<file path="config.mk">
export PLATFORM = sky130hd
export DESIGN_NAME = mdu_ctrl
export DESIGN_NICKNAME = d
export VERILOG_FILES = /design/src/rtl/mdu_ctrl_pkg.sv /design/src/rtl/mdu_datapath.sv /design/src/rtl/mdu_ctrl.sv
export SDC_FILE = /design/constraint.sdc
export NUM_CORES = 1
export LEC_CHECK = 0
export CORE_AREA = 4 4 187 189
export DETAILED_ROUTE_END_ITERATION = 10
export DIE_AREA = 0 0 191 193
export PLACE_DENSITY = 0.74
export SYNTH_ARGS = -nofsm -noshare
export SYNTH_HDL_FRONTEND = slang
export SYNTH_SLANG_ARGS = --single-unit
</file>
<file path="constraint.sdc">
create_clock -name clk -period 5.58 [get_ports clk]
set_input_delay 1.116 -clock clk [delete_from_list [all_inputs] [get_ports clk]]
set_output_delay 1.116 -clock clk [all_outputs]
set_load 0.05 [all_outputs]
</file>
<file path="src/rtl/mdu_ctrl_pkg.sv">
// Shared definitions for the multiply/divide unit: MD opcode encoding used by
// both the ID-stage decoder and mdu_ctrl, plus small opcode decode helpers.
package mdu_ctrl_pkg;

   localparam int MDU_WIDTH = 32;

   // 3-bit MD operation codes; codes 3'b110 and 3'b111 are unused/illegal.
   typedef enum logic [2:0] {
      MD_MULT  = 3'b000,
      MD_MULTU = 3'b001,
      MD_DIV   = 3'b010,
      MD_DIVU  = 3'b011,
      MD_MTHI  = 3'b100,
      MD_MTLO  = 3'b101
   } md_op_e;

   // Arithmetic ops (the iterative ones) all have bit 2 clear.
   function automatic logic md_is_arith(input logic [2:0] op);
      return (op[2] == 1'b0);
   endfunction

   function automatic logic md_is_div(input logic [2:0] op);
      return op[1];
   endfunction

   // Signed variants are the even codes (MULT, DIV).
   function automatic logic md_is_signed(input logic [2:0] op);
      return ~op[0];
   endfunction

endpackage

</file>
<file path="src/rtl/mdu_datapath.sv">
// Combinational core of the MDU: one shift-add / restoring-divide iteration
// on the 2*WIDTH working register, plus the final sign correction.
module mdu_datapath
   import mdu_ctrl_pkg::*;
#(
   parameter int WIDTH = 32
) (
   input  logic                 is_div_i,
   input  logic [2*WIDTH-1:0]   acc_i,
   input  logic [WIDTH-1:0]     opnd_i,
   input  logic                 neg_res_i,
   input  logic                 neg_rem_i,
   output logic [2*WIDTH-1:0]   step_o,
   output logic [WIDTH-1:0]     hi_o,
   output logic [WIDTH-1:0]     lo_o
);

   logic [WIDTH:0]       add_sum;
   logic [WIDTH:0]       div_top;
   logic [WIDTH-1:0]     div_diff;
   logic [2*WIDTH-1:0]   prod_neg;
   logic                 neg_quot;

   // One iteration: multiply adds into the upper half then shifts right;
   // divide shifts left and subtracts the divisor when it fits.
   always_comb begin
      add_sum  = {1'b0, acc_i[2*WIDTH-1:WIDTH]} + (acc_i[0] ? {1'b0, opnd_i} : {(WIDTH+1){1'b0}});
      div_top  = acc_i[2*WIDTH-1:WIDTH-1];
      // Only used when div_top >= divisor, so the difference fits in WIDTH bits.
      div_diff = div_top[WIDTH-1:0] - opnd_i;
      if (is_div_i) begin
         if (div_top >= {1'b0, opnd_i}) begin
            step_o = {div_diff, acc_i[WIDTH-2:0], 1'b1};
         end else begin
            step_o = {div_top[WIDTH-1:0], acc_i[WIDTH-2:0], 1'b0};
         end
      end else begin
         step_o = {add_sum, acc_i[WIDTH-1:1]};
      end
   end

   // Sign fix-up; a zero divisor leaves the all-ones quotient un-negated and
   // the remainder (|dividend| re-signed) equal to the raw dividend.
   always_comb begin
      prod_neg = -acc_i;
      neg_quot = neg_res_i & (opnd_i != {WIDTH{1'b0}});
      if (is_div_i) begin
         lo_o = neg_quot  ? -acc_i[WIDTH-1:0]         : acc_i[WIDTH-1:0];
         hi_o = neg_rem_i ? -acc_i[2*WIDTH-1:WIDTH]   : acc_i[2*WIDTH-1:WIDTH];
      end else begin
         {hi_o, lo_o} = neg_res_i ? prod_neg : acc_i;
      end
   end

endmodule

</file>
<file path="src/rtl/mdu_ctrl.sv">
// Iterative multiply/divide sequencer beside the EX-stage ALU. Owns HI/LO,
// runs MULT/MULTU/DIV/DIVU in 32 iterations plus a fix-up cycle, and raises
// stall so the front of the pipeline freezes while an operation is in flight.
module mdu_ctrl
   import mdu_ctrl_pkg::*;
#(
   parameter int WIDTH = 32,
   parameter int ITER  = 32
) (
   input  logic              clk,
   input  logic              rst,
   input  logic              start,
   input  logic [2:0]        MDop,
   input  logic [WIDTH-1:0]  busA,
   input  logic [WIDTH-1:0]  busB,
   input  logic              flush,
   output logic              busy,
   output logic              stall,
   output logic              done,
   output logic [WIDTH-1:0]  HI,
   output logic [WIDTH-1:0]  LO
);

   localparam int CW = $clog2(ITER);

   typedef enum logic [1:0] {S_IDLE, S_CALC, S_FIX} state_e;

   state_e               state_q, state_d;
   logic [CW-1:0]        cnt_q, cnt_d;
   logic [2*WIDTH-1:0]   acc_q, acc_d, acc_step;
   logic [WIDTH-1:0]     opnd_q, opnd_d;
   logic [WIDTH-1:0]     hi_q, hi_d, lo_q, lo_d, hi_fix, lo_fix;
   logic                 is_div_q, is_div_d;
   logic                 neg_res_q, neg_res_d, neg_rem_q, neg_rem_d;
   logic                 done_q, done_d;
   logic                 arith_go, mt_go;
   logic                 sign_a, sign_b;
   logic [WIDTH-1:0]     mag_a, mag_b;

   // Request qualification (only acted on in IDLE); flush kills a same-cycle start.
   assign arith_go = start & ~flush & md_is_arith(MDop);
   assign mt_go    = start & ~flush & ((MDop == MD_MTHI) || (MDop == MD_MTLO));

   // Operand magnitudes for the unsigned core.
   assign sign_a = md_is_signed(MDop) & busA[WIDTH-1];
   assign sign_b = md_is_signed(MDop) & busB[WIDTH-1];
   assign mag_a  = sign_a ? -busA : busA;
   assign mag_b  = sign_b ? -busB : busB;

   mdu_datapath #(.WIDTH(WIDTH)) u_datapath (
      .is_div_i  (is_div_q),
      .acc_i     (acc_q),
      .opnd_i    (opnd_q),
      .neg_res_i (neg_res_q),
      .neg_rem_i (neg_rem_q),
      .step_o    (acc_step),
      .hi_o      (hi_fix),
      .lo_o      (lo_fix)
   );

   // State register.
   always_ff @(posedge clk) begin
      if (rst) state_q <= S_IDLE;
      else     state_q <= state_d;
   end

   // Next-state logic: IDLE -> CALC (ITER cycles) -> FIX -> IDLE; flush aborts.
   always_comb begin
      state_d = state_q;
      case (state_q)
         S_IDLE: if (arith_go) state_d = S_CALC;
         S_CALC: begin
            if (flush)                    state_d = S_IDLE;
            else if (cnt_q == {CW{1'b0}}) state_d = S_FIX;
         end
         S_FIX:   state_d = S_IDLE;
         default: state_d = S_IDLE;
      endcase
   end

   // Working-register and HI/LO next values for each state.
   always_comb begin
      cnt_d     = cnt_q;
      acc_d     = acc_q;
      opnd_d    = opnd_q;
      is_div_d  = is_div_q;
      neg_res_d = neg_res_q;
      neg_rem_d = neg_rem_q;
      hi_d      = hi_q;
      lo_d      = lo_q;
      done_d    = 1'b0;
      case (state_q)
         S_IDLE: begin
            if (arith_go) begin
               cnt_d     = CW'(ITER - 1);
               is_div_d  = md_is_div(MDop);
               neg_res_d = sign_a ^ sign_b;
               neg_rem_d = sign_a;
               // Divide: opnd = divisor, low half = dividend.
               // Multiply: opnd = multiplicand, low half = multiplier.
               opnd_d    = md_is_div(MDop) ? mag_b : mag_a;
               acc_d     = {{WIDTH{1'b0}}, (md_is_div(MDop) ? mag_a : mag_b)};
            end else if (mt_go) begin
               if (MDop == MD_MTHI) hi_d = busA;
               else                 lo_d = busA;
            end
         end
         S_CALC: begin
            if (!flush) begin
               acc_d = acc_step;
               if (cnt_q != {CW{1'b0}}) cnt_d = cnt_q - 1'b1;
            end
         end
         S_FIX: begin
            if (!flush) begin
               hi_d   = hi_fix;
               lo_d   = lo_fix;
               done_d = 1'b1;
            end
         end
         default: ;
      endcase
   end

   // Datapath and architectural registers; reset clears everything.
   always_ff @(posedge clk) begin
      if (rst) begin
         cnt_q     <= '0;
         acc_q     <= '0;
         opnd_q    <= '0;
         is_div_q  <= 1'b0;
         neg_res_q <= 1'b0;
         neg_rem_q <= 1'b0;
         hi_q      <= '0;
         lo_q      <= '0;
         done_q    <= 1'b0;
      end else begin
         cnt_q     <= cnt_d;
         acc_q     <= acc_d;
         opnd_q    <= opnd_d;
         is_div_q  <= is_div_d;
         neg_res_q <= neg_res_d;
         neg_rem_q <= neg_rem_d;
         hi_q      <= hi_d;
         lo_q      <= lo_d;
         done_q    <= done_d;
      end
   end

   // Outputs: busy decodes the registered state; stall also covers the start cycle.
   always_comb begin
      busy  = (state_q != S_IDLE);
      stall = busy | (start & md_is_arith(MDop));
      done  = done_q;
      HI    = hi_q;
      LO    = lo_q;
   end

endmodule

</file>
==> results.txt <==
- Run status: finished, final reports clean
- Summing internal, switching and leakage power gives 3.56 mW.
- Synthesis produced 2063 cells.
- Clock net sink count: 171
- Worst skew pair latency: 0.45 ns
- By instance count, the leading cell after synthesis is sky130_fd_sc_hd__nor2_1.
* Total gr overflow: 0
* Net count reported at finish: 2250
- The wire-length estimate of the detail-placed layout is 42100 um.
- Number of synthesized flops with an enable pin: 0
- The number of clock buffers added by TritonCTS is 17.
- Each instance of the synthesized netlist takes up on average 7.16 sq um.
- Critical Path Sink: acc_q[61]
* Relative max-transition margin: 25.5%
- The number of global-route vias before repair is 14.6k.
* HP Class: flop to flop
* Setup CP Type: flop to flop
- Standard cell core area: 0.0333 sq mm
- Setup repair after global routing missed its margin: no
- Global router's overall resource usage: 28.9%
- Synthesis Warnings: 0
- Maximum number of pins on one net before global-route repair: 83
* Longest Clk Path Bufs: 2
- Slew of the pin with the lowest slew margin: 1.12 ns
* Width of the chip: 191 um
- After layout, the minimum clock period comes to 3.97 ns.
- Crit end category: flop
- Setup violations remaining at the end of the flow were counted as 0.
- Starting density of the core: 44.4%
- Number of storage elements in the synthesis netlist: 171
- Before antenna repair, the detailed router went through 6 iterations.
- Fraction of the yosys area taken by sequential cells: 23.2%
- Pwr/cell area: 211 mW/mm^2
- Final Hold Vio Count: 0
- Netlist area before placement: 0.0148 sq mm
- TritonCTS clock tree: done
- The detailed router placed 16.0k vias in this run.
* Post-route fraction of the period consumed by the critical path: 71.2%
* Antenna violations before repair: 0
- Post-CTS timing repair inserted 0 buffers for setup.
* Highest achievable clock rate: 252 MHz
- Setup Total Neg Slack: 0 ns
- Number of max-cap violations: 0
* Wire length reported by the detailed router: 55100 um
* Number of design rule violations left after detail routing: 0
* I/O pin cnt: 138
* Worst flop-to-flop path startpoint: acc_q[0]
- After detailed routing, the number of vias per cell comes to 6.25.
- Die span in y: 193 um
* Largest cells by area after synthesis: sky130_fd_sc_hd__dfxtp_1, sky130_fd_sc_hd__a21oi_1, sky130_fd_sc_hd__nor2_1, sky130_fd_sc_hd__ha_1, sky130_fd_sc_hd__nand2_1
- The endpoint identified for the worst register-to-register timing path is acc_q[61].
- Max rail drop VDD: 208 uV
- R2r worst-path depth: 13
- The number of antenna diodes in the final layout is 0.
- For this block, the initial DRC count from the detailed router was 2167.
- Top post-synthesis cells by count: sky130_fd_sc_hd__nor2_1, sky130_fd_sc_hd__a21oi_1, sky130_fd_sc_hd__nand2_1
- Compared with the post-synthesis result, the final layout area differs by 14.5%.
- Type of element launching the critical path: flop
* Total number of placement rows: 67
* Total nets after synthesis: 2206
* Global-route wire length before repair: 84000 um
- Quantity of gates resized following cts: 0
* FF-to-FF setup slack: 1.61 ns
- Port buffering added 137 buffers.
- Floorplan die area: 0.0369 sq mm
- The most used flip-flop cell after synthesis is sky130_fd_sc_hd__dfxtp_1.
- The H-tree generated during clock tree synthesis spans 4 levels.
- The number of hold buffers added after CTS was 0.
* Layout Cells excl Fill: 2567
- Endpoint required time on the critical path: 5.91 ns
- CP Launch Point: acc_q[0]
- Global placer's final weighted congestion: 1.01
* Wire length per cell: 21.4 um
- The tree is rooted in a sky130_fd_sc_hd__clkbuf_16.
- Share of async-settable or async-resettable flops after synthesis: 0%
- Antenna Nets Post-Route: 0
* Number of pins exceeding their max-slew limit in the final report: 0
* Cell count after placement: 2536
- Of the post-synthesis cell area, the dominant cell type holds 23.2%.
- Layout filler cell count: 3217
- Critical path data arrival time: 4.31 ns
- DP Worst Slack: 1.54 ns
- Cells with a size suffix above 1 make up 5.05% of the layout.
- Clock slew at reported path FFs: 0.07 ns
- Fin Clk Skew: 0.0190 ns
- Setup slack closes at 1.61 ns.
- In this run the worst path has a maximum fanout of 23.
- Count of distinct cell types in the synthesized netlist: 92
- After routing the design area is 0.0169 sq mm.
- Cell type with the largest total area after synthesis: sky130_fd_sc_hd__dfxtp_1
- Post-detailed-placement cell area: 0.0163 sq mm
- P_leak: 6.30 nW
==> critical path, cell delays in order, from the launching register on <==
cell and delay (ns):
sky130_fd_sc_hd__dfxtp_1 0.39, sky130_fd_sc_hd__inv_1 0.63, sky130_fd_sc_hd__nor2_1 0.10, sky130_fd_sc_hd__ha_1 0.36, sky130_fd_sc_hd__a21o_1 0.24, sky130_fd_sc_hd__a211o_1 0.24, sky130_fd_sc_hd__o21ai_2 0.20, sky130_fd_sc_hd__a21boi_1 0.18
sky130_fd_sc_hd__a2111oi_1 0.55, sky130_fd_sc_hd__o21ai_0 0.17, sky130_fd_sc_hd__o311ai_1 0.16, sky130_fd_sc_hd__o21bai_1 0.16, sky130_fd_sc_hd__xor2_1 0.16, sky130_fd_sc_hd__a221o_1 0.32
==> layout make-up <==
cell class | instances | area, sq um | share of cell area, %
tap | 448 | 561 | 3.31
timing repair buffer | 157 | 1510 | 8.95
sequential | 171 | 3430 | 20.3
clock buffer | 18 | 450 | 2.66
inverter | 70 | 263 | 1.55
multi-input combinational | 1690 | 10600 | 62.4
clock inverter | 13 | 149 | 0.880
==> cell families (layout without fill, tap and decap cells) <==
group | Yosys count | count (layout) | synth area share, %
simple gates | 723 | 723 | 22.9
compound gates | 667 | 667 | 28.0
buf+inv | 202 | 258 | 5.71
flops | 171 | 171 | 23.2
xor+xnor | 169 | 169 | 10.0
fa+ha+maj | 72 | 72 | 6.20
mux | 59 | 59 | 4.00
==> per-layer routing <==
layer  part of all wire, %  up-vias  track usage, %
met1                    43     7539            41.9
met3                    11      133            5.17
li1                      -     7451               -
met4                   3.9        0            10.5
met2                    42      924            42.9
met5                     0        -               0
==> registers in the layout, indices dropped and copies added, names as in the netlist, 2 cells and up <==
name / cells
acc_q: 64
cnt_q: 5
opnd_q: 32
HI: 32
state_q: 2
LO: 32
==> worst min-delay path by stage <==
stage,startpoint,endpoint,cells after the start
final,HI[25],HI[25],2
after global routing,opnd_q[5],opnd_q[5],2
after CTS,opnd_q[5],opnd_q[5],2
after detailed placement,opnd_q[8],opnd_q[8],2
after global placement,LO[30],LO[30],2
after floorplan,opnd_q[5],opnd_q[5],2
==> cells in the final DEF (no fill, tap or decap), drive strengths merged, types with 19 or more instances in the layout <==
| cell type | instances |
|---|---|
| dfxtp | 171 |
| mux2i | 59 |
| o211ai | 44 |
| xor2 | 76 |
| nor4 | 27 |
| ha | 70 |
| nor3 | 51 |
| xnor2 | 93 |
| nand3 | 31 |
| inv | 77 |
| clkdlybuf4s50 | 135 |
| nand2 | 229 |
| o21ai | 163 |
| nand2b | 19 |
| a211oi | 52 |
| a21o | 20 |
| o31ai | 19 |
| a21oi | 243 |
| nor2 | 273 |
| buf | 22 |
==> power breakdown <==
| group | internal [mW] | switching [mW] |
|---|---|---|
| logic | 0.355 | 0.614 |
| registers | 1.26 | 0.0700 |
| clock network | 0.661 | 0.604 |
| total | 2.27 | 1.29 |
==> through the flow <==
| step | hold slack (ns) | utilization, % |
|---|---|---|
| floorplan | 0.432 | - |
| global placement | 0.443 | 49.0 |
| detailed placement | 0.449 | 49.0 |
| CTS | 0.458 | 50.8 |
| global route | 0.478 | 50.8 |
| finish | 0.456 | 50.8 |
No activity file was read; power rests on OpenSTA's default activity.
